**config.mk**
```make
export PLATFORM = sky130hd
export DESIGN_NAME = axis_uart_rx
export DESIGN_NICKNAME = d
export VERILOG_FILES = /design/src/rtl/axis_uart_rx.sv
export SDC_FILE = /design/constraint.sdc
export NUM_CORES = 1
export LEC_CHECK = 0
export CORE_UTILIZATION = 57
export CTS_BUF_LIST = sky130_fd_sc_hd__clkbuf_16
export CTS_CLUSTER_DIAMETER = 100
export DETAILED_ROUTE_END_ITERATION = 8
export HOLD_SLACK_MARGIN = 0.06
export PLACE_DENSITY = 0.79
export SLEW_MARGIN = 5
export SYNTH_ARGS = -nofsm -noshare
export SYNTH_HDL_FRONTEND = slang
export SYNTH_SLANG_ARGS = --single-unit
```
**constraint.sdc**
```tcl
create_clock -name aclk -period 3.41 [get_ports aclk]
set_clock_uncertainty 0.2 [all_clocks]
set_input_delay 1.023 -clock aclk [delete_from_list [all_inputs] [get_ports aclk]]
set_output_delay 1.023 -clock aclk [all_outputs]
set_load 0.005 [all_outputs]
```
**src/rtl/axis_uart_rx.sv**
```systemverilog
// UART receiver: packs DATA_BYTE parity-checked characters (first one in the MSB) into one AXI4-Stream word.
// Define UART_RX_TIMEOUT_EN to drop a partial word after 16 idle bit-times between characters.
module axis_uart_rx #(
  parameter int unsigned AXI_DATA_WIDTH = 32,
  parameter int unsigned CLOCK          = 100_000_000,
  parameter int unsigned BAUD_RATE      = 115_200,
  parameter int unsigned DATA_BITS      = 8,
  parameter int unsigned STOP_BITS      = 1,
  parameter int unsigned PARITY_BITS    = 0
) (
  input  logic                      aclk,
  input  logic                      aresetn,
  input  logic                      uart_rx,
  output logic                      rx_done,
  output logic                      parity_err,
  output logic                      frame_err,
  output logic                      overrun_err,
  output logic [AXI_DATA_WIDTH-1:0] m_axis_tdata,
  output logic                      m_axis_tvalid,
  input  logic                      m_axis_tready
);

  localparam int unsigned COUNT_SPEED = CLOCK / BAUD_RATE;
  localparam int unsigned HALF_SPEED  = COUNT_SPEED / 2;
  localparam int unsigned DATA_BYTE   = AXI_DATA_WIDTH / DATA_BITS;
  localparam int unsigned CNT_W       = $clog2(COUNT_SPEED + 1);
  localparam int unsigned BYTE_W      = $clog2(DATA_BYTE + 1);
  localparam int unsigned BIT_W       = $clog2(DATA_BITS + 1);
  localparam int unsigned STOP_W      = $clog2(STOP_BITS + 1);
  localparam int unsigned IDX_W       = $clog2(AXI_DATA_WIDTH);
`ifdef UART_RX_TIMEOUT_EN
  localparam int unsigned TIMEOUT     = 16 * COUNT_SPEED;
  localparam int unsigned TO_W        = $clog2(TIMEOUT + 1);
`endif

  typedef enum logic [2:0] {IDLE, START, DATA, PARITY, STOP} state_t;

  state_t                    state;
  logic                      rx_meta, rx_sync, rx_prev;
  logic [CNT_W-1:0]          count_baud;
  logic [BYTE_W-1:0]         count_byte;
  logic [BIT_W-1:0]          bit_cnt;
  logic [STOP_W-1:0]         stop_cnt;
  logic                      par_acc;
  logic [AXI_DATA_WIDTH-1:0] shift;
`ifdef UART_RX_TIMEOUT_EN
  logic [TO_W-1:0]           idle_cnt;
`endif

  logic             fall;
  logic             half_hit;
  logic             full_hit;
  logic             par_exp;
  logic             last_byte;
  logic [IDX_W-1:0] shift_idx;

  assign fall      = rx_prev & ~rx_sync;
  assign half_hit  = (count_baud == CNT_W'(HALF_SPEED - 1));
  assign full_hit  = (count_baud == CNT_W'(COUNT_SPEED - 1));
  assign par_exp   = (PARITY_BITS == 1) ? par_acc : ~par_acc;
  assign last_byte = (count_byte == BYTE_W'(DATA_BYTE - 1));
  assign shift_idx = IDX_W'(AXI_DATA_WIDTH - DATA_BITS + 32'(bit_cnt) - 32'(count_byte) * DATA_BITS);

  // Two-flop synchroniser plus one delay stage for falling-edge detection
  always_ff @(posedge aclk) begin
    if (!aresetn) begin
      rx_meta <= 1'b1;
      rx_sync <= 1'b1;
      rx_prev <= 1'b1;
    end else begin
      rx_meta <= uart_rx;
      rx_sync <= rx_meta;
      rx_prev <= rx_sync;
    end
  end

  always_ff @(posedge aclk) begin
    if (!aresetn) begin
      state         <= IDLE;
      count_baud    <= '0;
      count_byte    <= '0;
      bit_cnt       <= '0;
      stop_cnt      <= '0;
      par_acc       <= 1'b0;
      shift         <= '0;
      m_axis_tdata  <= '0;
      m_axis_tvalid <= 1'b0;
      rx_done       <= 1'b0;
      parity_err    <= 1'b0;
      frame_err     <= 1'b0;
      overrun_err   <= 1'b0;
`ifdef UART_RX_TIMEOUT_EN
      idle_cnt      <= '0;
`endif
    end else begin
      rx_done     <= 1'b0;
      parity_err  <= 1'b0;
      frame_err   <= 1'b0;
      overrun_err <= 1'b0;
      if (m_axis_tvalid && m_axis_tready) m_axis_tvalid <= 1'b0;

      case (state)
        IDLE: begin
          if (fall) begin
            count_baud <= '0;
            state      <= START;
          end
`ifdef UART_RX_TIMEOUT_EN
          if (fall) begin
            idle_cnt <= '0;
          end else if (count_byte != '0) begin
            if (idle_cnt == TO_W'(TIMEOUT - 1)) begin
              idle_cnt   <= '0;
              count_byte <= '0;
              frame_err  <= 1'b1;
            end else begin
              idle_cnt <= idle_cnt + TO_W'(1);
            end
          end
`endif
        end

        // A high line at mid start bit is a glitch; the partial word is kept
        START: begin
          if (half_hit) begin
            count_baud <= '0;
            if (!rx_sync) begin
              bit_cnt <= '0;
              par_acc <= 1'b0;
              state   <= DATA;
            end else begin
              state <= IDLE;
            end
          end else begin
            count_baud <= count_baud + CNT_W'(1);
          end
        end

        DATA: begin
          if (full_hit) begin
            count_baud       <= '0;
            shift[shift_idx] <= rx_sync;
            par_acc          <= par_acc ^ rx_sync;
            if (bit_cnt == BIT_W'(DATA_BITS - 1)) begin
              bit_cnt <= '0;
              state   <= PARITY;
            end else begin
              bit_cnt <= bit_cnt + BIT_W'(1);
            end
          end else begin
            count_baud <= count_baud + CNT_W'(1);
          end
        end

        PARITY: begin
          if (full_hit) begin
            count_baud <= '0;
            if (rx_sync != par_exp) parity_err <= 1'b1;
            stop_cnt <= '0;
            state    <= STOP;
          end else begin
            count_baud <= count_baud + CNT_W'(1);
          end
        end

        // Word completion loads the output register only if it is free or draining this cycle
        STOP: begin
          if (full_hit) begin
            count_baud <= '0;
            if (!rx_sync) begin
              frame_err  <= 1'b1;
              count_byte <= '0;
              stop_cnt   <= '0;
              state      <= IDLE;
            end else if (stop_cnt == STOP_W'(STOP_BITS - 1)) begin
              stop_cnt <= '0;
              state    <= IDLE;
              if (last_byte) begin
                count_byte <= '0;
                if (!m_axis_tvalid || m_axis_tready) begin
                  m_axis_tdata  <= shift;
                  m_axis_tvalid <= 1'b1;
                  rx_done       <= 1'b1;
                end else begin
                  overrun_err <= 1'b1;
                end
              end else begin
                count_byte <= count_byte + BYTE_W'(1);
              end
            end else begin
              stop_cnt <= stop_cnt + STOP_W'(1);
            end
          end else begin
            count_baud <= count_baud + CNT_W'(1);
          end
        end

        default: state <= IDLE;
      endcase
    end
  end

endmodule

```
# Word-level counts from Yosys, hierarchy flattened
# Cells that the tools add are included.
# W data, S select, Z words.
[op_classes] n_mux=45 multipliers=0 magnitude_cmp=2 bitwise_logic=9 addsub=6 n_eq_ne=18 n_reduce_logical=19 n_shift=0 n_div=0
[ops] operator="$mux W3" n=11
[ops] operator="$bwmux W32" n=1
[ops] operator="$mux W10" n=3
[ops] operator="$pmux W10 S3" n=1
[ops] operator="$mux W1" n=19
[ops] operator="$mux W4" n=4
[ops] operator="$ne A2 B2 Y1 const B" n=8
[ops] operator="$pmux W3 S5" n=1
[ops] operator="$reduce_and A3 Y1" n=4
[ops] operator="$add A10 B1 Y10 const B" n=1
[ops] operator="$eq A10 B10 Y1 const B" n=1
[ops] operator="$eq A10 B9 Y1 const B" n=1
[ops] operator="$eq A3 B2 Y1 const B" n=3
[ops] operator="$pmux W4 S2" n=1
[ops] operator="$not A1 Y1" n=7
[ops] operator="$reduce_and A7 Y1" n=1
[ops] operator="$lt A5 B6 Y1 const B" n=1
[ops] operator="$reduce_and A6 Y1" n=1
[ops] operator="$reduce_or A6 Y1" n=1
[ops] operator="$add A5 B4 Y5 const A" n=1
[ops] operator="$demux W1 S5" n=1
[ops] operator="$ge A5 B1 Y1 const B" n=1
[ops] operator="$sub A5 B5 Y5" n=1
[ops] operator="$add A4 B1 Y4 const B" n=1
[ops] operator="other kinds (20)" n=24
[totals] romBits=0 ff_bits=94 memories=0 latch_bits=0 wordCells=115 inputBits=4 output_inout_bits=37 mem_bits_rw=0

# Longest topological paths before layout
[logic_depth] ltp_word=8 mapped_depth=9 mapped_depth_nobuf=9

# Worst setup path after synthesis
# Ideal clock, no wire load.
[synth_timing] path_kind="register to register" startpoint="register count_baud[0]" endpoint="register m_axis_tdata[0]" setup_ns=0.072 arrival_ns=2.169 path_slack_ns=0.970 path_stages_with_launch=10 period_less_slack_ns=2.440 path_buffers=3 required_ns=3.138 path_cell_list="dfxtp_1 -> ha_1 -> and4bb_2 -> buf_4 -> nand3_4 -> or2_1 -> buf_6 -> nor3_4 -> buf_8 -> mux2i_1"
[synth_via] elab_chain_cells=2
[synth_lines] item="start, declared" line="40" rtl="logic [CNT_W-1:0] count_baud;"
[synth_lines] item="start signal, assigned" line="135" rtl="count_baud <= count_baud + CNT_W'(1);"
[synth_lines] item="start signal, assigned" line="151" rtl="count_baud <= count_baud + CNT_W'(1);"
[synth_lines] item="start signal, assigned" line="162" rtl="count_baud <= count_baud + CNT_W'(1);"
[synth_lines] item="$eq A10 B10 Y1" line="59" rtl="assign full_hit = (count_baud == CNT_W'(COUNT_SPEED - 1));"
[synth_lines] item="$reduce_and A6 Y1 (no line)"
[synth_lines] item="end signal, assigned" line="181" rtl="m_axis_tdata <= shift;"
[synth_lines] item="end, declared" line="18" rtl="output logic [AXI_DATA_WIDTH-1:0] m_axis_tdata,"
# Every way passes these cells.
# A chain may end at the register's enable or synchronous reset.

# Worst setup path in the final report
[layout_timing] startpoint="register bit_cnt[1]" endpoint="register shift[20]"
[layout_via] elab_chain_cells=7
[layout_lines] item="start, declared" line="42" rtl="logic [BIT_W-1:0] bit_cnt;"
[layout_lines] item="start signal, assigned" line="148" rtl="bit_cnt <= bit_cnt + BIT_W'(1);"
[layout_lines] item="$add A5 B4 Y5 (*)" line="62" rtl="assign shift_idx = IDX_W'(AXI_DATA_WIDTH - DATA_BITS + 32'(bit_cnt) - 32'(count_byte) * DATA_BITS);"
[layout_lines] item="$sub A5 B5 Y5 (*)" line="62"
[layout_lines] item="$lt A5 B6 Y1 (implied by the code) or $ge A5 B1 Y1 (tied branches)" line="142" rtl="shift[shift_idx] <= rx_sync;"
[layout_lines] item="$logic_and A1 B1 Y1 (implied by the code)" line="142"
[layout_lines] item="$mux W1 (implied by the code)" line="142"
[layout_lines] item="$demux W1 S5 (*)" line="142"
[layout_lines] item="$bwmux W32 (*)" line="142"
[layout_lines] item="end signal, assigned by index" line="142"
[layout_lines] item="end, declared" line="45" rtl="logic [AXI_DATA_WIDTH-1:0] shift;"
# Mark *: on every way between the ends. The rest lies on a longest branch, timed or not.

==> summary.md <==
| Metric | Value |
|---|---|
| Clock sinks | 93 |
| Most common cell in the synthesized netlist | nand2_1 |
| Core Region | 7214 sq um |
| Vias in the first global route | 2951 |
| Cell variety after synth | 50 |
| Final setup viols | 0 |
| Main synth FF type | dfxtp_1 |
| Hpwl dp | 5.980 mm |
| Via density | 5.586 |
| Syn Nets | 486 |
| CTS Root Cell | clkbuf_16 |
| Placer congestion estimate | 0.9352 |
| Type of origin of the critical path | register |
| Resized cells post-CTS | 0 |
| Total of max-cap violations | 0 |
| Crit-path slowest cell | xnor2_1 |
| # hold bufs at CTS | 0 |
| Pre-antenna DRT Iters | 4 |
| Pleak | 1.918 nW |
| Critical Path AT | 3080 ps |
| Leading area contributor after synthesis | dfxtp_1 |
| Hold WC Path Type | register to register |
| Setup bufs post-CTS | 0 |
| Worst path max stage delay | 960 ps |
| Num CTS Buffers | 9 |
| Post-synth ARST share | 0% |
| Pwr/cell area | 440.4 nW/um^2 |
| Post-synthesis sequential area ratio | 43.95% |
| Initial antenna violation count | 0 |
| DRT iter0 DRCs | 353 |
| Setup_tns | 0 ps |
| Post-route ant nets | 0 |
| First-pass GRT wire length | 14.74 mm |
| Final Cycle Share | 88.63% |
| Die ar. | 7781 sq um |
| Max FO, Critical Path | 16 |
| IO Port Bufs | 40 |
| Clock-pin slew on the worst setup and hold paths | 60 ps |
| Grt ovf | 0 |
| CTS tree | yes |
| Seq cells post-synth | 93 |
| Critical Path RT | 3460 ps |
| Site row count | 31 |
| Cells after synthesis | 470 |
| CP cell instances | inv_1 > ha_1 > o21bai_1 > a21oi_1 > xnor2_1 > nand2_1 > mux2i_1 |
| Status | completed |
| Tmin final | 3022 ps |
| # nets final | 517 |
| H-tree Lvls | 3 |
| Largest cells by area after synthesis | dfxtp_1 (44%), mux2i_1 (15%), nand2_1 (10%) |
| Synth top area share | 43.95% |
| Worst rel slew slack | 19.16% |
| Mean routed wirelength per cell | 15.00 um |
| Die Width | 88.21 um |
| Post-Syn Area | 4237 sq um |
| Max clock buf depth | 2 |
| FILL cells | 588 |
| Area Overhead vs Synth | 17.54% |
| FMAX | 330.9 MHz |
| Avg Cell Area, Syn | 9.014 sq um |
| Final Non-Filler Cells | 604 |
| Total number of vias | 3374 |
| WL final | 9.057 mm |
| Simple-gate portion of the synthesized area | 25.01% |
| Worst VDD drop | 0.3104 mV |
| Post-synthesis mux area share | 15.36% |
| CP Capture Type | register |
| Post-Synth XOR/XNOR Area | 2.067% |
| Initial Utilization | 58.72% |
| RSZ-0062 raised after global routing | no |
| Complex-gate fraction of the synthesized area | 6.143% |
| Final hold violation count | 0 |
| EDFF count, synth | 0 |
| Largest net degree at the start of global routing | 57 |
| Total GRT Usage | 24.59% |
| Cell Count Post-Placement | 589 |
| N_diodes | 0 |
| Actual slew at the worst max-slew pin | 1204 ps |
| Area share of fa/ha/maj cells after synthesis | 3.544% |
| IO Count | 41 |
| Final Max Tran Viols | 0 |
| DRC violations left | 0 |
| Die height | 88.21 um |
| Worst setup path class | register to register |
| Synth top cells by count | nand2_1 (113), dfxtp_1 (93), mux2i_1 (65) |
| Layout cell share with drive strength beyond 1 | 5.941% |
| Main combinational cell family by area after synthesis | simple AND/OR/NAND/NOR gates |
| Ys Warns | 0 |
| Clock Latency Late Sink | 330 ps |
[through the flow]
stage	cell area (sq um)	power [mW]	utilization [%]	setup slack, ps	hold slack [ps]
global route	4980	2.265	69.03	165.1	231.4
detailed placement	4666	1.178	64.67	526.9	195.7
CTS	4980	2.212	69.03	448.2	214.5
floorplan	4237	1.160	-	969.7	186.3
finish	4980	2.193	69.03	387.7	213.2
global placement	4666	1.178	64.67	642.5	201.9
[power by group]
| group | switching (mW) | internal (mW) |
|---|---|---|
| combinational | 0.0427 | 0.0180 |
| clock | 0.400 | 0.637 |
| sequential | 0.00563 | 1.09 |
[state kept, by name, indices dropped and copies added (netlist names), 3 cells and up]
name          flops
shift            32
count_baud       10
state             3
count_byte        3
m_axis_tdata     32
bit_cnt           4
[cell families after synthesis]
group	count (synthesis)
adder cells (fa/ha/maj)	12
buffers and inverters	32
AND/OR/NAND/NOR	217
AO/OA/AOI/OAI	41
multiplexers	65
XOR/XNOR	10
flip-flops	93
[path summary, 6_finish.rpt]
path                      startpoint                      to  slack (ps)  depth (start not counted)
max reg2reg  bit_cnt[1]$_SDFFE_PN0P_  shift[20]$_SDFFE_PN0P_         390                          7
min reg2reg       rx_meta$_SDFF_PN1_      rx_sync$_SDFF_PN1_         210                          1
max          bit_cnt[1]$_SDFFE_PN0P_  shift[20]$_SDFFE_PN0P_         390                          7
min               rx_meta$_SDFF_PN1_      rx_sync$_SDFF_PN1_         210                          1
[layout by cell type (no fill, tap or decap), drive strengths merged, types with 7 or more instances in the layout]
master / instances
nand2: 113
clkdlybuf4s50: 39
dfxtp: 93
a21oi: 11
ha: 12
nand3: 11
nand4: 7
mux2i: 65
nor2: 36
o21ai: 11
inv: 7
clkbuf: 9
[per-layer routing]
layer	GRT usage, %	vias to the layer above	share of wire, %	routed length, um
met5	0	-	0	0
met1	35.07	1577	47	4282
met2	37.55	110	45	4099
li1	-	1673	-	-
met4	9.824	0	1.6	142
met3	3.545	14	5.9	532
[layout make-up]
class | instances | area [sq um] | area share [%]
multi-input cells | 345 | 2208 | 44.35
flip-flops and latches | 93 | 1862 | 37.39
repair buffers | 45 | 445.4 | 8.945
clock buffers | 9 | 225.2 | 4.523
well taps | 99 | 123.9 | 2.487
clock inverters | 6 | 88.84 | 1.784
inverters | 7 | 26.28 | 0.5276
[worst max-delay path: cells and delay by family (launching register included)]
kind                       cells  cell delay, ps
adders and majority gates      1             380
xor gates and xnor gates       1             960
DFF                            1             510
AOI/OAI and AO/OA              2             260
buffers and inverters          1             150
and+or+nand+nor                1             230
muxes                          1             260
Note: power is estimated with default switching activity, not from simulation.
